<file path="src/rtl/mem_if_pkg.sv">
// Shared definitions for the 8-bit async-style memory interface: initiator FSM states
// and the read/write pin encoding used by the initiator, the memory model and the bench.
package mem_if_pkg;

  typedef enum logic [1:0] {
    IDLE   = 2'd0,
    SETUP  = 2'd1,
    ACCESS = 2'd2,
    RESP   = 2'd3
  } state_e;

  localparam logic MEM_RW_READ  = 1'b1;
  localparam logic MEM_RW_WRITE = 1'b0;

endpackage

</file>
<file path="src/rtl/mem_access_initiator.sv">
// Single-outstanding memory initiator: accept edge to read response / next req_ready is
// WAIT_CYCLES+3 edges (accept edge included); req_ready drops while busy and RESP holds until rsp_ready.
module mem_access_initiator
  import mem_if_pkg::*;
#(
  parameter int unsigned ADDR_W      = 8,
  parameter int unsigned DATA_W      = 8,
  parameter int unsigned WAIT_CYCLES = 1
) (
  input  logic              clk,
  input  logic              rst,
  input  logic              req_valid,
  output logic              req_ready,
  input  logic              req_write,
  input  logic [ADDR_W-1:0] req_addr,
  input  logic [DATA_W-1:0] req_wdata,
  output logic              rsp_valid,
  input  logic              rsp_ready,
  output logic [DATA_W-1:0] rsp_rdata,
  output logic [ADDR_W-1:0] mem_address,
  output logic [DATA_W-1:0] mem_data_in,
  input  logic [DATA_W-1:0] mem_data_out,
  output logic              mem_read_write,
  output logic              mem_chip_en,
  output logic              busy
);

  localparam int unsigned CNT_W = (WAIT_CYCLES > 0) ? $clog2(WAIT_CYCLES + 1) : 1;
  localparam logic [CNT_W-1:0] CNT_INIT = CNT_W'(WAIT_CYCLES);

  state_e            state_q, state_d;
  logic [CNT_W-1:0]  wait_cnt_q, wait_cnt_d;
  logic              req_ready_q, req_ready_d;
  logic              rsp_valid_q, rsp_valid_d;
  logic [DATA_W-1:0] rsp_rdata_q, rsp_rdata_d;
  logic [ADDR_W-1:0] mem_address_q, mem_address_d;
  logic [DATA_W-1:0] mem_data_in_q, mem_data_in_d;
  logic              mem_rw_q, mem_rw_d;
  logic              mem_chip_en_q, mem_chip_en_d;
  logic              busy_q, busy_d;

  always_ff @(posedge clk or posedge rst) begin
    if (rst) begin
      state_q       <= IDLE;
      wait_cnt_q    <= '0;
      req_ready_q   <= 1'b1;
      rsp_valid_q   <= 1'b0;
      rsp_rdata_q   <= '0;
      mem_address_q <= '0;
      mem_data_in_q <= '0;
      mem_rw_q      <= MEM_RW_READ;
      mem_chip_en_q <= 1'b0;
      busy_q        <= 1'b0;
    end else begin
      state_q       <= state_d;
      wait_cnt_q    <= wait_cnt_d;
      req_ready_q   <= req_ready_d;
      rsp_valid_q   <= rsp_valid_d;
      rsp_rdata_q   <= rsp_rdata_d;
      mem_address_q <= mem_address_d;
      mem_data_in_q <= mem_data_in_d;
      mem_rw_q      <= mem_rw_d;
      mem_chip_en_q <= mem_chip_en_d;
      busy_q        <= busy_d;
    end
  end

  always_comb begin
    state_d       = state_q;
    wait_cnt_d    = wait_cnt_q;
    req_ready_d   = req_ready_q;
    rsp_valid_d   = rsp_valid_q;
    rsp_rdata_d   = rsp_rdata_q;
    mem_address_d = mem_address_q;
    mem_data_in_d = mem_data_in_q;
    mem_rw_d      = mem_rw_q;
    mem_chip_en_d = mem_chip_en_q;

    unique case (state_q)
      IDLE: begin
        if (req_valid && req_ready_q) begin
          mem_address_d = req_addr;
          mem_data_in_d = req_wdata;
          mem_rw_d      = req_write ? MEM_RW_WRITE : MEM_RW_READ;
          req_ready_d   = 1'b0;
          state_d       = SETUP;
        end
      end
      SETUP: begin
        // Pins have been stable for one chip_en-low cycle; open the access window.
        wait_cnt_d    = CNT_INIT;
        mem_chip_en_d = 1'b1;
        state_d       = ACCESS;
      end
      ACCESS: begin
        if (wait_cnt_q == '0) begin
          mem_chip_en_d = 1'b0;
          if (mem_rw_q == MEM_RW_READ) begin
            rsp_rdata_d = mem_data_out;
            rsp_valid_d = 1'b1;
            state_d     = RESP;
          end else begin
            req_ready_d = 1'b1;
            state_d     = IDLE;
          end
        end else begin
          wait_cnt_d = wait_cnt_q - CNT_W'(1);
        end
      end
      RESP: begin
        if (rsp_ready) begin
          rsp_valid_d = 1'b0;
          req_ready_d = 1'b1;
          state_d     = IDLE;
        end
      end
      default: begin
        mem_chip_en_d = 1'b0;
        rsp_valid_d   = 1'b0;
        req_ready_d   = 1'b1;
        state_d       = IDLE;
      end
    endcase

    busy_d = (state_d != IDLE);
  end

  assign req_ready      = req_ready_q;
  assign rsp_valid      = rsp_valid_q;
  assign rsp_rdata      = rsp_rdata_q;
  assign mem_address    = mem_address_q;
  assign mem_data_in    = mem_data_in_q;
  assign mem_read_write = mem_rw_q;
  assign mem_chip_en    = mem_chip_en_q;
  assign busy           = busy_q;

endmodule
</file>
<file path="config.mk">
export PLATFORM = sky130hd
export DESIGN_NAME = mem_access_initiator
export DESIGN_NICKNAME = d
export VERILOG_FILES = /design/src/rtl/mem_if_pkg.sv /design/src/rtl/mem_access_initiator.sv
export SDC_FILE = /design/constraint.sdc
export NUM_CORES = 1
export LEC_CHECK = 0
export BUFFER_PORTS_ARGS = -buffer_cell sky130_fd_sc_hd__buf_2
export CAP_MARGIN = 0
export CORE_MARGIN = 2
export CORE_UTILIZATION = 42
export CTS_CLUSTER_SIZE = 25
export DETAILED_ROUTE_END_ITERATION = 8
export PLACE_DENSITY = 0.74
export SYNTH_ARGS = -nofsm -noshare
export SYNTH_HDL_FRONTEND = slang
export SYNTH_SLANG_ARGS = --single-unit
</file>
<file path="constraint.sdc">
create_clock -name clk -period 1.55 [get_ports clk]
set_clock_uncertainty 0.15 [all_clocks]
set_input_delay 0.2325 -clock clk [delete_from_list [all_inputs] [get_ports clk]]
set_output_delay 0.2325 -clock clk [all_outputs]
set_load 0.01 [all_outputs]
</file>
==> impl_results.html, run 1 <==
<table>
<tr><th>Metric</th><th>Value</th></tr>
<tr><th colspan="2">STA</th></tr>
<tr><td>Post-route worst setup slack</td><td>-0.0191 ns</td></tr>
<tr><td>Share of the cycle needed by the critical path after routing</td><td>1.01</td></tr>
<tr><td>Relative slew slack</td><td>0.741</td></tr>
<tr><td>Setup repair after global routing missed its margin</td><td>true</td></tr>
<tr><td>Number of setup violations in the final report</td><td>5</td></tr>
<tr><td>Time the final worst path needs with I/O delays and setup</td><td>1.57 ns</td></tr>
<tr><td>Worst hold slack across all endpoints</td><td>0.0891 ns</td></tr>
<tr><td>Final slew viol count</td><td>0</td></tr>
<tr><td>Hold Violations, Final</td><td>0</td></tr>
<tr><td>Least-Margin Pin Slew</td><td>0.389 ns</td></tr>
<tr><td>Maximum clock rate</td><td>637 MHz</td></tr>
<tr><th colspan="2">Min path</th></tr>
<tr><td>Hold Path End</td><td>rsp_valid</td></tr>
<tr><td>Count of cells along the worst hold path</td><td>4</td></tr>
<tr><td>Worst hold start</td><td>rsp_ready</td></tr>
<tr><td>Class of the tightest hold or removal check</td><td>in2reg</td></tr>
<tr><th colspan="2">Synthesis</th></tr>
<tr><td>Number of distinct standard cells referenced by the synthesized netlist</td><td>22</td></tr>
<tr><td>Share of Yosys cell area claimed by the top area cell type</td><td>0.541</td></tr>
<tr><td>Area share of xor/xnor cells in the synthesized design</td><td>0</td></tr>
<tr><td>Warning count from the yosys run</td><td>0</td></tr>
<tr><td>Dominant combinational cell family by area after synthesis</td><td>multiplexers</td></tr>
<tr><td>Synth Instances</td><td>99</td></tr>
<tr><td>Cell types with the largest area share after synthesis</td><td>sky130_fd_sc_hd__dfrtp_1 (54%), sky130_fd_sc_hd__mux2_2 (13%), sky130_fd_sc_hd__mux2_4 (8.6%)</td></tr>
<tr><td>Adder-cell area share of the yosys netlist</td><td>0.0541</td></tr>
<tr><td>Cell taking the most area after synthesis</td><td>sky130_fd_sc_hd__dfrtp_1</td></tr>
<tr><td>Share of synthesized cell area in and, or, nand and nor gates</td><td>0.0586</td></tr>
<tr><td>Portion of netlist area occupied by mux cells</td><td>0.223</td></tr>
<tr><td>Synthesized-area fraction occupied by ao, oa, aoi and oai cells</td><td>0.0586</td></tr>
<tr><td>Post-synthesis register bit count</td><td>32</td></tr>
<tr><td>Portion of the post-synthesis area used by sequential elements</td><td>0.578</td></tr>
<tr><td>Synthesized net count</td><td>134</td></tr>
<tr><td>Cell area after synthesis</td><td>1390 um^2</td></tr>
<tr><td>Mean instance size in the synthesized netlist</td><td>14.0 um^2</td></tr>
<tr><th colspan="2">Floorplanning</th></tr>
<tr><td>Area enclosed by the die boundary</td><td>3780 um^2</td></tr>
<tr><td>Core region area</td><td>3100 um^2</td></tr>
<tr><td>Effective utilization at floorplan</td><td>0.448</td></tr>
<tr><td>Floorplan die width</td><td>61.5 um</td></tr>
<tr><td># rows</td><td>20</td></tr>
<tr><td>Die H</td><td>61.5 um</td></tr>
<tr><td>Total I/O pin count</td><td>58</td></tr>
<tr><th colspan="2">Finish</th></tr>
<tr><td>Nets</td><td>235</td></tr>
<tr><td>Fill count</td><td>236</td></tr>
<tr><td>Antenna cells</td><td>0</td></tr>
<tr><td>Layout overhead on the synthesized area</td><td>59.3%</td></tr>
<tr><td>Share of cells above drive strength 1</td><td>0.592</td></tr>
<tr><th colspan="2">Route</th></tr>
<tr><td>Via density per instance</td><td>4.67</td></tr>
<tr><td>Post-detailed-route DRC marker count</td><td>0</td></tr>
<tr><td>Vias</td><td>1144</td></tr>
<tr><td>Iteration-0 DRC Markers</td><td>20</td></tr>
<tr><td>Remaining number of nets flagged by the antenna check after routing</td><td>0</td></tr>
<tr><td>Final routed wire length divided by cell count</td><td>13.5 um</td></tr>
<tr><td>Final wirelength</td><td>3.30 mm</td></tr>
<tr><td>1st-pass router iterations</td><td>4</td></tr>
<tr><th colspan="2">CTS</th></tr>
<tr><td>Sinks on Clock Net</td><td>32</td></tr>
<tr><td>Clock Pin Slew Worst Setup and Hold Paths</td><td>0.10 ns</td></tr>
<tr><td>Clock tree from TritonCTS</td><td>yes</td></tr>
<tr><td>Buffer cell driving the clock tree root</td><td>sky130_fd_sc_hd__clkbuf_4</td></tr>
<tr><td>Total CTS buffers</td><td>5</td></tr>
<tr><td>Clock latency at the later pin of the worst-skew pair</td><td>0.33 ns</td></tr>
<tr><td>Clock buffer depth</td><td>2</td></tr>
<tr><td>H-Tree Level Count</td><td>2</td></tr>
<tr><th colspan="2">Power</th></tr>
<tr><td>Share of power burned in registers</td><td>0.383</td></tr>
<tr><td>Part of the power in the clock network</td><td>0.118</td></tr>
<tr><td>Switching share of power</td><td>0.358</td></tr>
<tr><td>PwrDens</td><td>1850 nW/um^2</td></tr>
<tr><td>Static Leak</td><td>1.07 nW</td></tr>
<tr><td>Internal power</td><td>0.00263 W</td></tr>
<tr><td>Worst vdd rail ir drop</td><td>1.05 mV</td></tr>
<tr><td>Switching power</td><td>0.00147 W</td></tr>
<tr><td>Power share of the combinational group</td><td>0.499</td></tr>
<tr><th colspan="2">Setup path</th></tr>
<tr><td>Highest net fanout along the worst path</td><td>6</td></tr>
<tr><td>Worst reg2reg startpoint</td><td>state_q[1]</td></tr>
<tr><td>Required arrival time at the worst endpoint</td><td>1.61 ns</td></tr>
<tr><td>Critical Path Sink Type</td><td>flop</td></tr>
<tr><td>Category of the critical setup timing path</td><td>reg2reg</td></tr>
<tr><td>Path depth of the worst reg2reg path</td><td>5</td></tr>
<tr><td>Data arrival at the endpoint of the critical path</td><td>1.63 ns</td></tr>
<tr><td>Critical R2R Capture</td><td>busy</td></tr>
<tr><td>Critical Path Start Type</td><td>flop</td></tr>
<tr><td>Reg2Reg Setup Slack</td><td>-0.02 ns</td></tr>
<tr><th colspan="2">Global route</th></tr>
<tr><td>Congestion Overflow GR</td><td>0</td></tr>
<tr><td>First-pass GRT wire length</td><td>5.29 mm</td></tr>
<tr><td>Maximum number of pins on one net before global-route repair</td><td>33</td></tr>
<tr><td>Via count of the first global-routing pass</td><td>1140</td></tr>
<tr><td>Overall global routing resource usage</td><td>0.195</td></tr>
<tr><td>Number of antenna violations at the first check in global routing</td><td>0</td></tr>
<tr><th colspan="2">Run status</th></tr>
<tr><td>Result of the run</td><td>finished with violations</td></tr>
<tr><td>Failing checks</td><td>negative setup slack</td></tr>
<tr><th colspan="2">Placed design</th></tr>
<tr><td>Routability Congestion</td><td>0.790</td></tr>
<tr><td>Port bufs</td><td>57</td></tr>
<tr><td>Post-placement worst setup slack</td><td>-0.0691 ns</td></tr>
<tr><td>Half-perimeter wire length of the detailed placement result</td><td>2.12 mm</td></tr>
<tr><th colspan="2">Run</th></tr>
<tr><td>Max-cap violations</td><td>0</td></tr>
</table>
## worst max-delay path, cell delays in order (launching register included)
cell and delay, ns:
sky130_fd_sc_hd__dfrtp_2 0.46, sky130_fd_sc_hd__inv_2 0.09, sky130_fd_sc_hd__ha_2 0.20, sky130_fd_sc_hd__a31oi_2 0.20, sky130_fd_sc_hd__a32oi_1 0.14, sky130_fd_sc_hd__or2_1 0.22
## metrics by stage
| stage | TNS, ns | instances | area, um^2 | utilization | power, W |
|---|---|---|---|---|---|
| 2_1_floorplan | 0 | 99 | 1400 | - | 0.00262 |
| 3_3_place_gp | -0.274 | 206 | 1790 | 0.575 | 0.00324 |
| 3_5_place_dp | -0.988 | 206 | 1790 | 0.575 | 0.00334 |
| 4_1_cts | -0.0270 | 243 | 2160 | 0.695 | 0.00397 |
| 5_1_grt | -1.16 | 245 | 2210 | 0.713 | 0.00441 |
| 6_report | -0.0497 | 245 | 2210 | 0.713 | 0.00409 |
## sequential cells by signal, indices dropped and copies added, names as in the netlist
name	cells
mem_address	8
mem_data_in	8
rsp_rdata	8
state_q	2
busy	1
mem_chip_en	1
mem_read_write	1
req_ready	1
rsp_valid	1
wait_cnt_q	1
## kinds of logic (layout without fill, tap and decap cells)
family          after synthesis  after routing
simple gates                 14             14
fa+ha+maj                     6              6
mux                          25             25
flops                        32             32
buf+inv                       8            110
compound gates               14             14
## Yosys cell counts
library cell	count
sky130_fd_sc_hd__buf_6	1
sky130_fd_sc_hd__nand3_4	1
sky130_fd_sc_hd__o21ai_0	7
sky130_fd_sc_hd__and2_1	1
sky130_fd_sc_hd__nor2b_1	1
sky130_fd_sc_hd__a32oi_1	2
sky130_fd_sc_hd__nand3_1	1
sky130_fd_sc_hd__nor2_1	4
sky130_fd_sc_hd__inv_1	7
sky130_fd_sc_hd__ha_1	6
sky130_fd_sc_hd__o21ai_1	1
sky130_fd_sc_hd__nand3_2	1
sky130_fd_sc_hd__or2_1	1
sky130_fd_sc_hd__a31oi_1	1
sky130_fd_sc_hd__dfstp_2	2
sky130_fd_sc_hd__a21oi_1	2
sky130_fd_sc_hd__a211oi_1	1
sky130_fd_sc_hd__dfrtp_1	30
sky130_fd_sc_hd__nand2_1	4
sky130_fd_sc_hd__mux2i_1	1
sky130_fd_sc_hd__mux2_4	8
sky130_fd_sc_hd__mux2_2	16
## cell type report
type                       count  area [um^2]  area share
inverter                       7         28.8      0.0130
clock inverter                 2         10.0     0.00452
tap                           44         55.1      0.0249
sequential                    32          806       0.364
timing repair buffer          95          643       0.291
multi-input combinational     59          618       0.279
clock buffer                   6         51.3      0.0232
## power by group through the flow
stage                     clock network [W]  registers, W  logic, W
after floorplan                           0       0.00171  0.000911
after global placement                    0       0.00152   0.00172
after detailed placement                  0       0.00155   0.00178
after CTS                          0.000510       0.00156   0.00190
after global routing               0.000548       0.00162   0.00224
final                              0.000483       0.00157   0.00204
## repair_timing
item,CTS,global route
pin swaps,7,1
hold endpoints to repair,55,0
setup buffers,3,2
setup endpoints to repair,27,30
gates cloned,0,0
hold buffers,26,0
gates resized for setup,7,12
## cell usage in the layout (no fill, tap or decap), types with 2 or more instances in the layout
cell                            instances
sky130_fd_sc_hd__inv_1                  5
sky130_fd_sc_hd__buf_2                 57
sky130_fd_sc_hd__nor2_1                 4
sky130_fd_sc_hd__dfstp_2                2
sky130_fd_sc_hd__clkbuf_4               5
sky130_fd_sc_hd__buf_6                  2
sky130_fd_sc_hd__nand3_4                2
sky130_fd_sc_hd__dfrtp_1               28
sky130_fd_sc_hd__mux2_4                 8
sky130_fd_sc_hd__ha_2                   2
sky130_fd_sc_hd__mux2_2                16
sky130_fd_sc_hd__dlygate4sd3_1         26
sky130_fd_sc_hd__dfrtp_2                2
sky130_fd_sc_hd__ha_1                   2
sky130_fd_sc_hd__a21oi_1                2
sky130_fd_sc_hd__ha_4                   2
sky130_fd_sc_hd__o21ai_0                4
sky130_fd_sc_hd__o21ai_1                3
sky130_fd_sc_hd__buf_4                 10
sky130_fd_sc_hd__nand2_1                4
sky130_fd_sc_hd__clkinv_2               2
## worst max-delay path by stage
stage / start / end / cells after the start / slack (ns)
floorplan: state_q[0] / busy / 6 / 0.00003
global placement: state_q[1] / mem_data_in[3] / 4 / -0.02
detailed placement: state_q[0] / busy / 6 / -0.07
CTS: state_q[1] / busy / 5 / -0.03
global route: state_q[0] / busy / 6 / -0.09
finish: state_q[1] / busy / 5 / -0.02
## routing by layer
metal  track usage  part of all wire  vias up
li1              -                 -      543
met3        0.0735             0.078        4
met5             0                 0        -
met4        0.0547            0.0064        0
met2         0.337              0.52       52
met1         0.226              0.39      545
Note: power is estimated with default switching activity, not from simulation.
==> inputs of run 2 (changes only) <==
- CORE_UTILIZATION: 42 -> 44
- CTS_BUF_LIST: not set -> sky130_fd_sc_hd__clkbuf_4
- PLACE_DENSITY: 0.74 -> 0.77
==> run 2 against run 1 <==
  * Worst setup slack got worse by 0.022 ns
  * The run still ends with negative setup slack left
  * Largest cell class unchanged
  * Combinational power hardly changed
  * Final area grew 0.96%
  * Global-route usage is 0.11 points higher
==> impl_results.html, run 2 (same netlist as run 1, synthesis figures left out) <==
<table>
<tr><th>Metric</th><th>Value</th></tr>
<tr><th colspan="2">Run status</th></tr>
<tr><td>Result of the run</td><td>finished with violations</td></tr>
<tr><td>Failing checks</td><td>negative setup slack</td></tr>
<tr><th colspan="2">STA</th></tr>
<tr><td>Post-route worst setup slack</td><td>-0.0414 ns (-0.0224 ns)</td></tr>
<tr><td>Hold Violations, Final</td><td>0 (unchanged)</td></tr>
<tr><td>Worst hold slack across all endpoints</td><td>0.0921 ns (+0.00299 ns)</td></tr>
<tr><td>Least-Margin Pin Slew</td><td>0.393 ns (+0.00424 ns)</td></tr>
<tr><td>Maximum clock rate</td><td>628 MHz (-1.4%)</td></tr>
<tr><td>Time the final worst path needs with I/O delays and setup</td><td>1.59 ns (+0.0224 ns)</td></tr>
<tr><td>Number of setup violations in the final report</td><td>20 (+15)</td></tr>
<tr><td>Share of the cycle needed by the critical path after routing</td><td>1.03 (+0.0144)</td></tr>
<tr><td>Final slew viol count</td><td>0 (unchanged)</td></tr>
<tr><td>Relative slew slack</td><td>0.738 (-0.00283)</td></tr>
<tr><td>Setup repair after global routing missed its margin</td><td>true</td></tr>
<tr><th colspan="2">Finish</th></tr>
<tr><td>Commonest non-fill, non-tap cell in the layout</td><td>sky130_fd_sc_hd__buf_2</td></tr>
<tr><td>Share of cells above drive strength 1</td><td>0.584 (-0.00788)</td></tr>
<tr><td>Design area</td><td>2230 um^2 (+0.96%)</td></tr>
<tr><td>Antenna cells</td><td>0 (unchanged)</td></tr>
<tr><td>Number of non-filler instances in the completed layout</td><td>246 (+0.41%)</td></tr>
<tr><td>Layout overhead on the synthesized area</td><td>60.8%</td></tr>
<tr><td>Most frequent cells in the layout</td><td>sky130_fd_sc_hd__buf_2 (57), sky130_fd_sc_hd__dfrtp_1 (28), sky130_fd_sc_hd__dlygate4sd3_1 (26)</td></tr>
<tr><td>Nets</td><td>236 (+0.43%)</td></tr>
<tr><td>Fill count</td><td>192 (-19%)</td></tr>
<tr><th colspan="2">CTS</th></tr>
<tr><td>H-Tree Level Count</td><td>2 (unchanged)</td></tr>
<tr><td>Clock buffer depth</td><td>2 (unchanged)</td></tr>
<tr><td>Sinks on Clock Net</td><td>32 (unchanged)</td></tr>
<tr><td>Total CTS buffers</td><td>5 (unchanged)</td></tr>
<tr><td>Clock Pin Slew Worst Setup and Hold Paths</td><td>0.09 ns (about the same)</td></tr>
<tr><td>Clock tree from TritonCTS</td><td>yes</td></tr>
<tr><td>Clock latency at the later pin of the worst-skew pair</td><td>0.32 ns (about the same)</td></tr>
<tr><td>Buffer cell driving the clock tree root</td><td>sky130_fd_sc_hd__clkbuf_4</td></tr>
<tr><th colspan="2">Placed design</th></tr>
<tr><td>Routability Congestion</td><td>0.817 (+3.4%)</td></tr>
<tr><td>Port bufs</td><td>57 (unchanged)</td></tr>
<tr><td>Half-perimeter wire length of the detailed placement result</td><td>2.20 mm (+4.1%)</td></tr>
<tr><td>Cell area after placement</td><td>1810 um^2 (+1.4%)</td></tr>
<tr><td># placed instances</td><td>206 (unchanged)</td></tr>
<tr><th colspan="2">Floorplanning</th></tr>
<tr><td># rows</td><td>20 (unchanged)</td></tr>
<tr><td>Area enclosed by the die boundary</td><td>3620 um^2 (-4.3%)</td></tr>
<tr><td>Effective utilization at floorplan</td><td>0.459 (+0.0111)</td></tr>
<tr><td>Die H</td><td>60.2 um (-2.2%)</td></tr>
<tr><td>Total I/O pin count</td><td>58 (unchanged)</td></tr>
<tr><td>Core region area</td><td>3030 um^2 (-2.4%)</td></tr>
<tr><td>Floorplan die width</td><td>60.2 um (-2.2%)</td></tr>
<tr><th colspan="2">Setup path</th></tr>
<tr><td>Worst reg2reg startpoint</td><td>state_q[1]</td></tr>
<tr><td>Category of the critical setup timing path</td><td>reg2reg</td></tr>
<tr><td>Reg2Reg Setup Slack</td><td>-0.04 ns (-0.02 ns)</td></tr>
<tr><td>Path depth of the worst reg2reg path</td><td>5 (unchanged)</td></tr>
<tr><td>Highest net fanout along the worst path</td><td>8 (+2)</td></tr>
<tr><td>Data arrival at the endpoint of the critical path</td><td>1.65 ns (+0.02 ns)</td></tr>
<tr><td>Critical Path Start Type</td><td>flop</td></tr>
<tr><td>Required arrival time at the worst endpoint</td><td>1.61 ns (about the same)</td></tr>
<tr><td>Critical R2R Capture</td><td>mem_data_in[2]</td></tr>
<tr><td>Critical Path Sink Type</td><td>flop</td></tr>
<tr><th colspan="2">Global route</th></tr>
<tr><td>Overall global routing resource usage</td><td>0.196 (+0.00108)</td></tr>
<tr><td>Congestion Overflow GR</td><td>0 (unchanged)</td></tr>
<tr><td>Via count of the first global-routing pass</td><td>1242 (+8.9%)</td></tr>
<tr><td>Number of antenna violations at the first check in global routing</td><td>0 (unchanged)</td></tr>
<tr><td>Met2 track demand over resource in global routing</td><td>0.374 (+0.0374)</td></tr>
<tr><td>Maximum number of pins on one net before global-route repair</td><td>33 (unchanged)</td></tr>
<tr><td>First-pass GRT wire length</td><td>5.15 mm (-2.6%)</td></tr>
<tr><td>Met1 track demand over resource</td><td>0.189 (-0.0370)</td></tr>
<tr><td>Grt met3 use</td><td>0.0736 (about the same)</td></tr>
<tr><td>Global-route layer with the greatest usage</td><td>met2</td></tr>
<tr><th colspan="2">Min path</th></tr>
<tr><td>Count of cells along the worst hold path</td><td>3 (-1)</td></tr>
<tr><td>Worst hold start</td><td>req_valid</td></tr>
<tr><td>Class of the tightest hold or removal check</td><td>in2reg</td></tr>
<tr><td>Hold Path End</td><td>mem_read_write</td></tr>
<tr><th colspan="2">Route</th></tr>
<tr><td>1st-pass router iterations</td><td>3 (-1)</td></tr>
<tr><td>Vias</td><td>1153 (+0.79%)</td></tr>
<tr><td>Via density per instance</td><td>4.69 (+0.38%)</td></tr>
<tr><td>Final wirelength</td><td>3.32 mm (+0.70%)</td></tr>
<tr><td>Iteration-0 DRC Markers</td><td>16 (-20%)</td></tr>
<tr><td>Remaining number of nets flagged by the antenna check after routing</td><td>0 (unchanged)</td></tr>
<tr><td>Final routed wire length divided by cell count</td><td>13.5 um (+0.29%)</td></tr>
<tr><td>Post-detailed-route DRC marker count</td><td>0 (unchanged)</td></tr>
<tr><th colspan="2">Power</th></tr>
<tr><td>PwrDens</td><td>1840 nW/um^2 (-0.73%)</td></tr>
<tr><td>Static Leak</td><td>1.09 nW (+0.95%)</td></tr>
<tr><td>Total power draw</td><td>0.00410 W (+0.22%)</td></tr>
<tr><td>Worst vdd rail ir drop</td><td>0.962 mV (-8.7%)</td></tr>
<tr><th colspan="2">Run</th></tr>
<tr><td>Max-cap violations</td><td>0 (unchanged)</td></tr>
</table>
==> run 2: cell count changes in the layout (fill, tap and decap cells not counted), moves of 2 or more <==
cell and delta:
sky130_fd_sc_hd__buf_12 +2, sky130_fd_sc_hd__buf_6 -2, sky130_fd_sc_hd__clkbuf_4 +2, sky130_fd_sc_hd__clkinv_2 -2, sky130_fd_sc_hd__o21ai_1 -2
==> run 2: through the flow <==
step | setup slack, ns | setup TNS, ns | utilization
after floorplan | 0.0000268 | 0 | -
after global placement | -0.0000187 | -0.0000187 | 0.598
after detailed placement | -0.107 | -0.695 | 0.598
after CTS | -0.0327 | -0.111 | 0.724
after global routing | -0.0838 | -1.89 | 0.738
final | -0.0414 | -0.522 | 0.738
==> run 2: worst max-delay path by stage <==
stage,startpoint,end,cells past startpoint
2_1_floorplan,state_q[0],busy,6
3_3_place_gp,state_q[0],busy,6
3_5_place_dp,state_q[0],busy,6
4_1_cts,state_q[1],busy,5
5_1_grt,state_q[0],busy,6
6_report,state_q[1],mem_data_in[2],5
==> run 2: area by class of cell <==
class / instances / area (um^2) / area share
Tap cell: 44 / 55.1 / 0.0246
Inverter: 7 / 28.8 / 0.0129
Timing Repair Buffer: 96 / 668 / 0.299
Clock inverter: 1 / 3.75 / 0.00168
Multi-Input combinational cell: 59 / 619 / 0.277
Sequential cell: 32 / 806 / 0.361
Clock buffer: 7 / 52.6 / 0.0235
==> run 2: metal layers <==
layer | up-vias | part of all wire
met3 | 10 | 0.061
met1 | 549 | 0.38
met5 | - | 0
li1 | 544 | -
met2 | 50 | 0.53
met4 | 0 | 0.021
==> run 2: worst max-delay path, cell delays in order, from the launching register on <==
cell                      delay [ns]
sky130_fd_sc_hd__dfrtp_2        0.49
sky130_fd_sc_hd__inv_2          0.11
sky130_fd_sc_hd__ha_4           0.15
sky130_fd_sc_hd__nand3_4        0.11
sky130_fd_sc_hd__buf_12         0.16
sky130_fd_sc_hd__mux2_4         0.30
==> run 2: report_power, final <==
group / total, W / switching, W / internal (W) / leakage (nW)
logic: 0.00207 / 0.000917 / 0.00115 / 0.683
clock network: 0.000468 / 0.000259 / 0.000209 / 0.0338
registers: 0.00156 / 0.000287 / 0.00128 / 0.368
==> run 2: what timing repair did <==
action | 4_1_cts | 5_1_grt
buffers inserted | 4 | 2
pin swaps | 3 | 3
hold buffers | 26 | 0
endpoints found under the hold margin | 55 | 0
setup endpoints to repair | 26 | 28
gates resized for setup | 9 | 7
==> inputs of run 3 (changes only) <==
- CORE_UTILIZATION: 44 -> 42
- CTS_BUF_LIST: sky130_fd_sc_hd__clkbuf_4 -> not set
- PLACE_DENSITY: 0.77 -> 0.74
- RECOVER_POWER: not set -> 25
- SKIP_CTS_REPAIR_TIMING: not set -> 1
==> run 3 against run 2 <==
  * Critical endpoint is now busy
  * Combinational power is 2% higher
  * Sequential share of layout area is 0.18 points lower
  * Worst setup slack lost 0.045 ns
  * Core utilization decreased by 1.4 points
  * Cell count unchanged
  * Largest power group unchanged
  * Clock power grew 4%
  * Sequential power increased by 3%
  * Die area is 4.5% higher
  * Highest routed layer unchanged
  * Wire length grew 6.5%
  * The flow still finishes with violations (negative setup slack)
  * Worst hold slack better by 0.017 ns
  * Via count is 1.2% higher
  * Register-to-register slack got worse by 0.05 ns
==> impl_results.html, run 3 (same netlist as run 1, synthesis figures left out) <==
<table>
<tr><th>Metric</th><th>Value</th></tr>
<tr><th colspan="2">Route</th></tr>
<tr><td>Iteration-0 DRC Markers</td><td>22 (+6)</td></tr>
<tr><td>Vias</td><td>1167 (+1.2%)</td></tr>
<tr><td>Post-detailed-route DRC marker count</td><td>0 (unchanged)</td></tr>
<tr><td>1st-pass router iterations</td><td>4 (+1)</td></tr>
<tr><td>Via density per instance</td><td>4.74 (+1.2%)</td></tr>
<tr><td>Remaining number of nets flagged by the antenna check after routing</td><td>0 (unchanged)</td></tr>
<tr><td>Final wirelength</td><td>3.54 mm (+6.5%)</td></tr>
<tr><td>Final routed wire length divided by cell count</td><td>14.4 um (+6.5%)</td></tr>
<tr><th colspan="2">Power</th></tr>
<tr><td>PwrDens</td><td>1870 nW/um^2 (+2.1%)</td></tr>
<tr><td>Static Leak</td><td>1.08 nW (-0.91%)</td></tr>
<tr><td>Total power draw</td><td>0.00421 W (+2.6%)</td></tr>
<tr><td>Worst vdd rail ir drop</td><td>1.05 mV (+9.2%)</td></tr>
<tr><th colspan="2">Run status</th></tr>
<tr><td>Result of the run</td><td>finished with violations</td></tr>
<tr><td>Failing checks</td><td>negative setup slack</td></tr>
<tr><th colspan="2">Placed design</th></tr>
<tr><td>Half-perimeter wire length of the detailed placement result</td><td>2.12 mm (-4.0%)</td></tr>
<tr><td>Port bufs</td><td>57 (unchanged)</td></tr>
<tr><td>Routability Congestion</td><td>0.790 (-3.3%)</td></tr>
<tr><td>Post-placement worst setup slack</td><td>-0.0691 ns (+0.0375 ns)</td></tr>
<tr><th colspan="2">Setup path</th></tr>
<tr><td>Critical Path Sink Type</td><td>flop</td></tr>
<tr><td>Highest net fanout along the worst path</td><td>6 (-2)</td></tr>
<tr><td>Data arrival at the endpoint of the critical path</td><td>1.70 ns (+0.05 ns)</td></tr>
<tr><td>Category of the critical setup timing path</td><td>reg2reg</td></tr>
<tr><td>Required arrival time at the worst endpoint</td><td>1.61 ns (about the same)</td></tr>
<tr><td>Path depth of the worst reg2reg path</td><td>5 (unchanged)</td></tr>
<tr><td>Critical Path Start Type</td><td>flop</td></tr>
<tr><th colspan="2">STA</th></tr>
<tr><td>Share of the cycle needed by the critical path after routing</td><td>1.06 (+0.0292)</td></tr>
<tr><td>Time the final worst path needs with I/O delays and setup</td><td>1.64 ns (+0.0453 ns)</td></tr>
<tr><td>Worst hold slack across all endpoints</td><td>0.109 ns (+0.0168 ns)</td></tr>
<tr><td>Relative slew slack</td><td>0.486 (-0.252)</td></tr>
<tr><td>Hold Violations, Final</td><td>0 (unchanged)</td></tr>
<tr><td>Number of setup violations in the final report</td><td>11 (-45%)</td></tr>
<tr><td>Post-route worst setup slack</td><td>-0.0868 ns (-0.0453 ns)</td></tr>
<tr><td>Setup repair after global routing missed its margin</td><td>true</td></tr>
<tr><td>Final slew viol count</td><td>0 (unchanged)</td></tr>
<tr><td>Maximum clock rate</td><td>611 MHz (-2.8%)</td></tr>
<tr><td>Least-Margin Pin Slew</td><td>0.771 ns (+0.378 ns)</td></tr>
<tr><th colspan="2">CTS</th></tr>
<tr><td>Clock buffer depth</td><td>2 (unchanged)</td></tr>
<tr><td>Clock Pin Slew Worst Setup and Hold Paths</td><td>0.10 ns (about the same)</td></tr>
<tr><td>Sinks on Clock Net</td><td>32 (unchanged)</td></tr>
<tr><td>Clock tree from TritonCTS</td><td>yes</td></tr>
<tr><td>H-Tree Level Count</td><td>2 (unchanged)</td></tr>
<tr><td>Buffer cell driving the clock tree root</td><td>sky130_fd_sc_hd__clkbuf_4</td></tr>
<tr><td>Total CTS buffers</td><td>5 (unchanged)</td></tr>
<tr><td>Clock latency at the later pin of the worst-skew pair</td><td>0.33 ns (about the same)</td></tr>
<tr><th colspan="2">Finish</th></tr>
<tr><td>Nets</td><td>236 (unchanged)</td></tr>
<tr><td>Fill count</td><td>232 (+21%)</td></tr>
<tr><td>Commonest non-fill, non-tap cell in the layout</td><td>sky130_fd_sc_hd__buf_2</td></tr>
<tr><td>Multi-input gate area</td><td>652 um^2 (+5.3%)</td></tr>
<tr><td>Layout overhead on the synthesized area</td><td>61.6%</td></tr>
<tr><td>Share of cells above drive strength 1</td><td>0.584 (unchanged)</td></tr>
<tr><td>Storage element area</td><td>806 um^2 (unchanged)</td></tr>
<tr><td>Antenna cells</td><td>0 (unchanged)</td></tr>
<tr><td>Most frequent cells in the layout</td><td>sky130_fd_sc_hd__buf_2 (55), sky130_fd_sc_hd__dfrtp_1 (28), sky130_fd_sc_hd__dlygate4sd3_1 (26)</td></tr>
<tr><th colspan="2">Floorplanning</th></tr>
<tr><td>Core region area</td><td>3100 um^2 (+2.5%)</td></tr>
<tr><td>Die H</td><td>61.5 um (+2.2%)</td></tr>
<tr><td>Total I/O pin count</td><td>58 (unchanged)</td></tr>
<tr><td>Floorplan die width</td><td>61.5 um (+2.2%)</td></tr>
<tr><td># rows</td><td>20 (unchanged)</td></tr>
<tr><td>Area enclosed by the die boundary</td><td>3780 um^2 (+4.5%)</td></tr>
<tr><td>Effective utilization at floorplan</td><td>0.448 (-0.0111)</td></tr>
<tr><th colspan="2">Global route</th></tr>
<tr><td>Global-route layer with the greatest usage</td><td>met2</td></tr>
<tr><td>Via count of the first global-routing pass</td><td>961 (-23%)</td></tr>
<tr><td>Met2 track demand over resource in global routing</td><td>0.250 (-0.125)</td></tr>
<tr><td>Congestion Overflow GR</td><td>0 (unchanged)</td></tr>
<tr><td>Number of antenna violations at the first check in global routing</td><td>0 (unchanged)</td></tr>
<tr><td>Met1 track demand over resource</td><td>0.192 (+0.00342)</td></tr>
<tr><td>First-pass GRT wire length</td><td>4.31 mm (-16%)</td></tr>
<tr><td>Overall global routing resource usage</td><td>0.160 (-0.0365)</td></tr>
<tr><td>Maximum number of pins on one net before global-route repair</td><td>33 (unchanged)</td></tr>
<tr><td>Grt met3 use</td><td>0.0714 (-0.00216)</td></tr>
<tr><th colspan="2">Run</th></tr>
<tr><td>Max-cap violations</td><td>0 (unchanged)</td></tr>
<tr><th colspan="2">Min path</th></tr>
<tr><td>Class of the tightest hold or removal check</td><td>in2reg</td></tr>
<tr><td>Count of cells along the worst hold path</td><td>4 (+1)</td></tr>
</table>
[run 3: cell count changes in the layout (fill, tap and decap cells not counted), moves of 2 or more]
cell | previous run | this run
sky130_fd_sc_hd__buf_12 | 2 | 0
sky130_fd_sc_hd__buf_2 | 57 | 55
sky130_fd_sc_hd__buf_4 | 11 | 9
sky130_fd_sc_hd__buf_6 | 0 | 3
sky130_fd_sc_hd__clkbuf_4 | 7 | 5
sky130_fd_sc_hd__clkinv_2 | 0 | 2
sky130_fd_sc_hd__nand3_4 | 2 | 4
sky130_fd_sc_hd__o21ai_1 | 1 | 4
sky130_fd_sc_hd__o21ai_2 | 2 | 0
[run 3: power breakdown]
| part | switching, W | total [W] | internal, W |
|---|---|---|---|
| Sequential | 0.000333 | 0.00161 | 0.00128 |
| Combinational | 0.000941 | 0.00211 | 0.00117 |
| Clock | 0.000272 | 0.000487 | 0.000216 |
[run 3: path summary, 6_finish.rpt]
check / startpoint / endpoint / slack, ns
setup / recovery: state_q[1] / busy / -0.09
hold / removal: rsp_ready / rsp_valid / 0.11
setup reg to reg: state_q[1] / busy / -0.09
hold reg to reg: rsp_rdata[0] / rsp_rdata[0] / 0.36
max in group asynchronous: rst / state_q[1] / 0.20
min in group asynchronous: rst / mem_address[6] / 0.50
[run 3: worst max-delay path: stages, from the launching register on]
cell and delay (ns):
sky130_fd_sc_hd__dfrtp_2 0.49, sky130_fd_sc_hd__ha_4 0.20, sky130_fd_sc_hd__and2_4 0.17, sky130_fd_sc_hd__o21ai_1 0.17, sky130_fd_sc_hd__a32oi_1 0.10, sky130_fd_sc_hd__or2_1 0.24
[run 3: final cells by class]
class	count	share of cell area
well taps	44	0.0245
clock inverters	2	0.00446
clock buffers	6	0.0229
repair buffers	94	0.286
multi-input cells	61	0.290
flip-flops and latches	32	0.359
inverters	7	0.0128
[run 3: through the flow]
stage	TNS (ns)	std cells	util	area (um^2)
CTS	-1.42	214	0.595	1850
global route	-1.17	246	0.723	2240
floorplan	0	99	-	1400
finish	-0.196	246	0.723	2240
detailed placement	-0.988	206	0.575	1790
global placement	-0.274	206	0.575	1790
[run 3: metal layers]
metal / vias to the layer above / share of wire
li1: 550 / -
met1: 558 / 0.37
met2: 55 / 0.55
met3: 4 / 0.075
met4: 0 / 0.0065
met5: - / 0
